File: src/rtl/thermo_window_tx.sv
// Thermometer-encodes binary samples and groups four into one 2x2 pooling window
// handed downstream over a valid/ready handshake.
module thermo_window_tx #(
  parameter int N_BITS = 4
) (
  input  logic                    clk,
  input  logic                    rst,
  input  logic                    s_valid,
  output logic                    s_ready,
  input  logic [N_BITS-1:0]       s_data,
  input  logic                    s_last,
  output logic                    m_valid,
  input  logic                    m_ready,
  output logic [2**N_BITS-2:0]    m_code1,
  output logic [2**N_BITS-2:0]    m_code2,
  output logic [2**N_BITS-2:0]    m_code3,
  output logic [2**N_BITS-2:0]    m_code4,
  output logic                    m_padded,
  output logic [7:0]              m_win_cnt
);

  localparam int THERMO_W = 2**N_BITS - 1;

  typedef enum logic {FILL, SEND} state_t;

  state_t                state;
  logic [1:0]            idx;
  logic [THERMO_W-1:0]   slot [4];
  logic                  padded;
  logic [7:0]            win_cnt;
  logic [THERMO_W-1:0]   enc;
  logic                  close;

  function automatic logic [THERMO_W-1:0] therm(input logic [N_BITS-1:0] v);
    logic [THERMO_W-1:0] r;
    r = '0;
    for (int k = 0; k < THERMO_W; k++) begin
      r[k] = (k < int'(v));
    end
    return r;
  endfunction

  assign enc   = therm(s_data);
  assign close = (idx == 2'd3) || s_last;

  // Handshake flags follow state only; rst forces both low while held.
  assign s_ready = (state == FILL) && !rst;
  assign m_valid = (state == SEND) && !rst;

  always_ff @(posedge clk) begin
    if (rst) begin
      state   <= FILL;
      idx     <= 2'd0;
      padded  <= 1'b0;
      win_cnt <= 8'd0;
      for (int j = 0; j < 4; j++) begin
        slot[j] <= '0;
      end
    end else begin
      unique case (state)
        FILL: begin
          if (s_valid) begin
            for (int j = 0; j < 4; j++) begin
              if (j == int'(idx)) begin
                slot[j] <= enc;
              end else if (s_last && j > int'(idx)) begin
                slot[j] <= '0;
              end
            end
            if (close) begin
              padded <= (idx != 2'd3);
              idx    <= 2'd0;
              state  <= SEND;
            end else begin
              idx <= idx + 2'd1;
            end
          end
        end
        SEND: begin
          if (m_ready) begin
            win_cnt <= win_cnt + 8'd1;
            state   <= FILL;
          end
        end
        default: state <= FILL;
      endcase
    end
  end

  assign m_code1   = slot[0];
  assign m_code2   = slot[1];
  assign m_code3   = slot[2];
  assign m_code4   = slot[3];
  assign m_padded  = padded;
  assign m_win_cnt = win_cnt;

endmodule

File: config.mk
export PLATFORM = sky130hd
export DESIGN_NAME = thermo_window_tx
export DESIGN_NICKNAME = d
export VERILOG_FILES = /design/src/rtl/thermo_window_tx.sv
export SDC_FILE = /design/constraint.sdc
export NUM_CORES = 1
export LEC_CHECK = 0
export CAP_MARGIN = 20
export CELL_PAD_IN_SITES_DETAIL_PLACEMENT = 1
export CELL_PAD_IN_SITES_GLOBAL_PLACEMENT = 1
export CORE_MARGIN = 8
export CORE_UTILIZATION = 40
export CTS_CLUSTER_DIAMETER = 150
export DETAILED_ROUTE_END_ITERATION = 6
export GPL_TIMING_DRIVEN = 0
export PLACE_DENSITY = 0.83
export SETUP_SLACK_MARGIN = 0.3
export SLEW_MARGIN = 20
export SYNTH_ARGS = -nofsm -noshare
export SYNTH_HDL_FRONTEND = slang
export SYNTH_SLANG_ARGS = --single-unit
File: constraint.sdc
create_clock -name clk -period 4.35 [get_ports clk]
set_input_delay 0.87 -clock clk [delete_from_list [all_inputs] [get_ports clk]]
set_output_delay 0.87 -clock clk [all_outputs]
set_load 0.05 [all_outputs]
After elaboration in Yosys (flattened, before gate mapping). Memories as Yosys holds them, arrays and structs flattened. Cells that the tools add are included.

Register bits after elaboration: 12. Latch bits: 0. Bits in writable memories: 60. Bits in read-only memories: 0. Bits of input ports: 9. Output and inout port bits: 71. Logic and storage cells: 101. Memories kept: 1.

$add $sub $neg: 2. Multipliers: 0. Divide/modulo/power cells: 0. Order comparisons: 18. Eq/ne operators: 5. Shift-type cells: 0. Multiplexer cells: 52. Bitwise logic cells: 8. Reduce and logical (&&, ||, !) cells: 11.

Memories: slot (depth 4, width 15, read ports 4, clocked after memory_dff 0, wr ports 4, RTL line 28) `logic [THERMO_W-1:0] slot [4];`.

Operator list (count): 15-bit two-way mux (7); 1-bit two-way mux (43); 4-bit less-than comparator, first input constant (7); 3-bit by 4-bit less-than comparator with 1-bit output, first input constant (4); 8-bit by 1-bit adder with 8-bit output, second input constant (1); 1-bit by 4-bit less-than comparator with 1-bit output, first input constant (2); 2-bit by 4-bit less-than comparator with 1-bit output, first input constant (2); 1-bit bitwise OR (7); 1-bit logical AND (5); 2-bit equality test, first input constant (2); 2-bit > comparator, first input constant (2); 2-bit AND reduction (2); 3-bit AND reduction (1); 2-bit by 1-bit adder with 2-bit output, second input constant (1); 1-bit by 2-bit equality test with 1-bit output, first input constant (1); 2-bit equality test, second input constant (1); 1-bit by 2-bit > comparator with 1-bit output, first input constant (1); 2-bit logical NOT (1); 2-bit two-way mux (1); 2-bit inequality test, second input constant (1); 1-bit case mux with 2 select lines (1); 1-bit logical NOT (1); 1-bit logical OR (1); 1-bit inverter (1).

Longest topological paths before layout. Gate-level depths: netlist of the first run.

Depth after elaboration: 9. Gate-level depth with buffers: 4. Mapped depth without buffers: 4.

Worst setup path before layout of the first run. No wires, ideal clock.

Path kind: in2out. Start point: input port rst. End point: output port s_ready. Data arrival time: 1.932 ns. Required time: 3.480 ns. Slack: 1.548 ns. Cell stages on the path: 3. Path buffers: 2. Cell sequence: clkbuf_1 > clkbuf_1 > nor2_1.

Cells in the longest elaborated chain, start to end: 2.

Ends and longest elaborated chain: start: declaration (RTL line 7) `input logic rst,`; 1-bit logical NOT (RTL line 47) `assign s_ready = (state == FILL) && !rst;`; 1-bit logical AND (RTL line 47); end: declaration (RTL line 9) `output logic s_ready,`.

Every way passes these cells.

Worst setup path after layout of the first run. Ends and elaborated chain as after synthesis.

==> flow_metrics.tcl, run 1 <==
set metrics [dict create \
    ir_drop_mv 0.1721 \
    use_met3_pct 4.360 \
    drtPass1Iterations 4 \
    skew_ps 12.41 \
    cp-start-kind "input pin" \
    power_frac_seq_pct 49.9 \
    power_frac_comb_pct 17.8 \
    maxSlewHeadroom_pct 34.06 \
    grt_max_degree 16 \
    cp_data_arrival_time_ps 2920 \
    die_y_um 99.97 \
    vias 2038 \
    tns_ps 0 \
    synthArstFlopShare_pct 0 \
    ys_warn_count 0 \
    cp_max_fo 10 \
    cts_tree "done" \
    cp-end-kind "output pin" \
    period_share_pct 87.20 \
    fmax_mhz 263.6 \
    synth-compound-area-share_pct 5.102 \
    grt_busiest_layer "met2" \
    drc 0 \
    synth_cells 226 \
    synthMuxAreaShare_pct 0 \
    place_area_mm2 0.003729 \
    io_pins 80 \
    crit_buf_inv 4 \
    layout-drive-gt1-share_pct 6.875 \
    post_drt_wl_per_cell_um 17.90 \
    die_w_um 99.97 \
    synth_top_cell_by_area "edfxtp_1" \
    crit_chain "clkdlybuf4s50_1 -> clkbuf_1 -> clkbuf_1 -> nor2_1 -> clkdlybuf4s50_1" \
    switchingPower_mw 0.4725 \
    gr-total-overflow 0 \
    critPathTopFamily "buffers and inverters" \
    setup_viol 0 \
    synth_top_family_by_area "simple AND/OR/NAND/NOR gates" \
    drtIter0Drc 119 \
    syn_to_final_growth_pct 38.95 \
    synth_nets 240 \
    antenna_found_initial 0 \
    ys_seq_area_share_pct 72.40 \
    p_int_mw 1.133 \
    synth_area_leaders "edfxtp_1 64%, dfxtp_1 8.5%, nor2_1 7.9%, a21oi_1 2.5%, ha_1 2.2%" \
    synth_xor_area_share_pct 0.6211 \
    maxCapViolCount 0 \
    grt_pass1_vias 2184 \
    required_ps 3480 \
    crit_type "input pin to output pin" \
    grt_usage_pct 15.49 \
    h-tree-depth 3 \
    cpPeakStageDelay_ps 720 \
    status "complete, no violations" \
    max_slew.worst_pin.slew_ps 980.1 \
    layout.nets 329 \
    vias_per_cell 4.899 \
    yosys.cell_types.count 31 \
    initial_core_util_pct 41.51 \
    synth_flop_cell "edfxtp_1" \
    post_cts_resize_count 0 \
    hold_class "flop to flop" \
    rsz0062_at_grt "no" \
    io_buffers 78 \
    cts_root_buf "clkbuf_8" \
    coreArea_mm2 0.006794 \
    routed_wl_um 7448 \
    setup.worst_path.start "rst" \
    powerDensity_mw_per_mm2 409.7 \
    gr-usage-met1_pct 16.54 \
    synth_edf_count 60 \
    die_area_mm2 0.009993 \
    dp_hpwl_um 5559 \
    switching_share_pct 29.42 \
    clock_sinks 72 \
    synth_area_mm2 0.002820 \
    drv_slew 0 \
    clk_pin_slew_worst_paths_ps 70 \
    num_rows 30 \
    place_congestion 0.7228 \
    netlist.area_leader.share_pct 63.89 \
    whs_ps 493.1 \
    syn_avg_cell_area_um2 12.48 \
    clock_latency_ps 350 \
    clock_power_share_pct 32.3 \
    grt_use_met2_pct 27.71 \
    cts_max_path_buffers 2 \
    ant_nets 0 \
    period_needed_ps 3793 \
    n_antenna_cell 0 \
    synth-seq-cells 72 \
    synth_fa_ha_area_share_pct 2.218 \
    post_cts_buffers 0 \
    finalHoldViolations 0 \
    r2r-start "state" \
    leakagePower_nw 1.518 \
    crit_slowest_cell "clkdlybuf4s50_1" \
    cts_hold_buf 0 \
    fin_area_mm2 0.003919 \
    numCtsBuffers 9 \
    grt_pass1_wl_um 11740 \
    synthSimpleGateAreaFrac_pct 17.08 \
    min_from "m_win_cnt[7]" \
]
power groups by stage:
stage | clock [mW] | combinational, mW | sequential (mW)
after floorplan | 0 | 0.0481 | 0.950
after global placement | 0 | 0.282 | 0.817
after detailed placement | 0 | 0.289 | 0.819
after CTS | 0.526 | 0.289 | 0.803
after global routing | 0.549 | 0.299 | 0.806
final | 0.518 | 0.286 | 0.802
metal layers:
layer	vias to the layer above	wire length [um]
li1	968	-
met1	997	3028
met2	62	3883
met3	11	413
met4	0	123
met5	-	0
cell usage after synthesis (2+ instances only):
| cell | count |
|---|---|
| nor2_1 | 59 |
| or3_1 | 4 |
| clkbuf_1 | 5 |
| nor3_1 | 2 |
| inv_1 | 11 |
| o21bai_1 | 2 |
| nor2b_1 | 3 |
| dfxtp_1 | 12 |
| ha_1 | 5 |
| nand2_1 | 15 |
| a21oi_1 | 14 |
| o21ai_0 | 6 |
| nand3_1 | 8 |
| and3_1 | 2 |
| edfxtp_1 | 60 |
| nand2b_1 | 3 |
sequential cells by signal, indices dropped and copies added (netlist names):
register / flops
m_win_cnt: 8
slot: 60
state: 1
idx: 2
m_padded: 1
per-stage QoR:
step | setup slack, ps | utilization (%) | power [mW] | instances
2_1_floorplan | 1548 | - | 0.9979 | 226
3_3_place_gp | 552.1 | 54.77 | 1.099 | 400
3_5_place_dp | 528.4 | 54.88 | 1.107 | 400
4_1_cts | 532.7 | 57.68 | 1.618 | 416
5_1_grt | 410.2 | 57.68 | 1.653 | 416
6_report | 556.6 | 57.68 | 1.606 | 416
path summary, 6_finish.rpt:
| kind | end | slack [ps] | depth (start not counted) |
|---|---|---|---|
| worst max-delay path | s_ready | 560 | 5 |
| worst min-delay path | m_win_cnt[7] | 490 | 2 |
| worst max register to register | slot[3][11] | 2340 | 4 |
| worst min register to register | m_win_cnt[7] | 490 | 2 |
cell usage in the layout, fill, tap and decap left out, drive strengths merged, types with 2 or more instances in the layout:
cell,synthesis,final
ha,5,5
nor2,59,59
clkinvlp,0,2
nor2b,3,3
a21oi,14,14
o21ai,6,6
clkinv,0,2
nand3,8,8
edfxtp,60,60
inv,11,11
dfxtp,12,12
nand2,15,15
buf,2,2
nand2b,3,3
nand4,2,2
and3,2,2
nor3,2,2
or3,4,4
clkbuf,5,16
clkdlybuf4s50,0,78
o21bai,2,2
tightest hold or removal path: stages (launching register included):
cell,delay (ps)
dfxtp_1,320
o31ai_1,70
a21oi_1,60
logic make-up (layout without fill, tap and decap cells):
family / after synthesis / count (layout)
AOI/OAI and AO/OA: 26 / 26
adders and majority gates: 5 / 5
and+or+nand+nor: 103 / 103
xor gates and xnor gates: 2 / 2
buffers and inverters: 18 / 112
DFF: 72 / 72
final cells by class:
type                    instances  area, um2
repair buffers                 78      780.7
inverters                      11      41.29
well taps                      96      120.1
plain buffers                   7      31.28
clock buffers                  11      131.4
multi-input cells             136      713.2
flip-flops and latches         72       2042
clock inverters                 5      58.81
fillers                       717       2875
Power figures use the tool's default switching activity.
==> run 2, diff against run 1 <==
- CAP_MARGIN: 20 -> unset
==> results of run 2 <==
The final DEF is identical to that of run 1; final timing and power are the same.
==> run 3, diff against run 2 <==
==> constraint.sdc (replaced) <==
create_clock -name clk -period 4.35 [get_ports clk]
set_input_delay 0.87 -clock clk [delete_from_list [all_inputs] [get_ports clk]]
set_output_delay 0.87 -clock clk [all_outputs]
set_load 0.1 [all_outputs]
==> flow_metrics.tcl, run 3 (synthesis results as in run 1) <==
set metrics [dict create \
    numCtsBuffers 9 \
    routed_wl_um 7447 \
    drv_slew 0 \
    coreArea_mm2 0.006794 \
    cp-start-kind "input pin" \
    antenna_found_initial 0 \
    crit_type "input pin to output pin" \
    cpPeakStageDelay_ps 860 \
    grt_usage_pct 15.49 \
    cp_max_fo 10 \
    num_rows 30 \
    grt_pass1_wl_um 11740 \
    grt_pass1_vias 2184 \
    post_drt_wl_per_cell_um 17.90 \
    cp_common_cell "clkbuf_1" \
    drtPass1Iterations 4 \
    grt_busiest_layer "met2" \
    gr-total-overflow 0 \
    cts_hold_buf 0 \
    maxCapViolCount 0 \
    reg2reg_to "slot[3][11]" \
    die_w_um 99.97 \
    place_congestion 0.7228 \
    cp-end-kind "output pin" \
    use_met3_pct 4.360 \
    tns_ps 0 \
    rrSetupSlack_ps 2340 \
    finalHoldViolations 0 \
    hold_depth 2 \
    layout.nets 329 \
    rsz0062_at_grt "no" \
    powerDensity_mw_per_mm2 446.6 \
    crit_slowest_cell "dlygate4sd2_1" \
    power.total_mw 1.750 \
    grt_use_met2_pct 27.71 \
    layout_commonest_cell "clkdlybuf4s50_1" \
    leakagePower_nw 1.520 \
    top_register "slot" \
    io_buffers 78 \
    setup_viol 0 \
    status "complete, no violations" \
    cp_data_arrival_time_ps 2820 \
    skew_ps 12.41 \
    fin_util_pct 57.66 \
    clk_pin_slew_worst_paths_ps 70 \
    gr-usage-met1_pct 16.54 \
    drc 0 \
    r2r-start "state" \
    fmax_mhz 270.8 \
    hold_end "m_win_cnt[7]" \
    cts_max_path_buffers 2 \
    die_area_mm2 0.009993 \
    syn_to_final_growth_pct 38.91 \
    cts_root_buf "clkbuf_8" \
    crit_chain "clkdlybuf4s50_1 -> clkbuf_1 -> clkbuf_1 -> nor2_1 -> dlygate4sd2_1" \
    h-tree-depth 3 \
    io_pins 80 \
    largest_reg_flops 60 \
    cts_tree "done" \
    drtIter0Drc 119 \
    final_cell_mix "77 x clkdlybuf4s50_1, 60 x edfxtp_1, 59 x nor2_1, 15 x nand2_1, 14 x a21oi_1" \
    ir_drop_mv 0.1744 \
    clock_sinks 72 \
    n_antenna_cell 0 \
    die_y_um 99.97 \
    vias_per_cell 4.899 \
    period_share_pct 84.90 \
    grt_max_degree 16 \
    layout-drive-gt1-share_pct 6.875 \
    vias 2038 \
    max_slew.worst_pin.slew_ps 1012 \
    hold_class "flop to flop" \
    period_needed_ps 3693 \
    ant_nets 0 \
    required_ps 3480 \
    initial_core_util_pct 41.51 \
    dp_hpwl_um 5559 \
    clock_latency_ps 350 \
    rr_worst_depth 4 \
    maxSlewHeadroom_pct 32.33 \
    min_from "m_win_cnt[7]" \
]
run 3: changes by cell type in the layout (fill, tap and decap cells not counted):
cell	delta
clkdlybuf4s50_1	-1
dlygate4sd2_1	+1
run 3: metal layers:
layer	up-vias	wire length (um)
li1	968	-
met1	997	3024
met2	62	3882
met3	11	416
met4	0	123
met5	-	0
run 3: report_power, final:
| group | switching (mW) | internal, mW |
|---|---|---|
| Clock | 0.253 | 0.265 |
| Combinational | 0.351 | 0.0792 |
| Sequential | 0.0139 | 0.788 |
run 3: layout make-up:
| type | count | area, um2 |
|---|---|---|
| fillers | 716 | 2877 |
| flip-flops and latches | 72 | 2042 |
| repair buffers | 78 | 779.5 |
| multi-input cells | 136 | 713.2 |
| clock buffers | 11 | 131.4 |
| well taps | 96 | 120.1 |
| clock inverters | 5 | 58.81 |
| inverters | 11 | 41.29 |
| plain buffers | 7 | 31.28 |
run 3: how the worst max path moves through the flow:
stage	to	depth (start not counted)	from	slack, ps
global route	s_ready	5	rst	530
finish	s_ready	5	rst	660
floorplan	s_ready	3	rst	940
global placement	s_ready	5	rst	280
CTS	s_ready	5	rst	630
detailed placement	s_ready	5	rst	260
run 3: metrics by stage:
stage               setup slack, ps  instances  hold slack (ps)  cell area [um2]
CTS                           632.9        416            496.6             3918
detailed placement            260.6        400            480.9             3729
global route                  526.1        416            521.9             3918
floorplan                     941.7        226            464.8             2820
finish                        657.0        416            493.1             3918
global placement              284.4        400            468.2             3721
run 3: repair_timing:
item | CTS | global route
buffers inserted | 0 | 0
endpoints found under the setup margin | 1 | 0
hold endpoints to repair | 0 | 0
resized for setup | 1 | 0
run 3: worst max-delay path: cells and delay by family:
kind	cells	cell delay (ps)
buf+inv	4	1780
simple gates	1	160
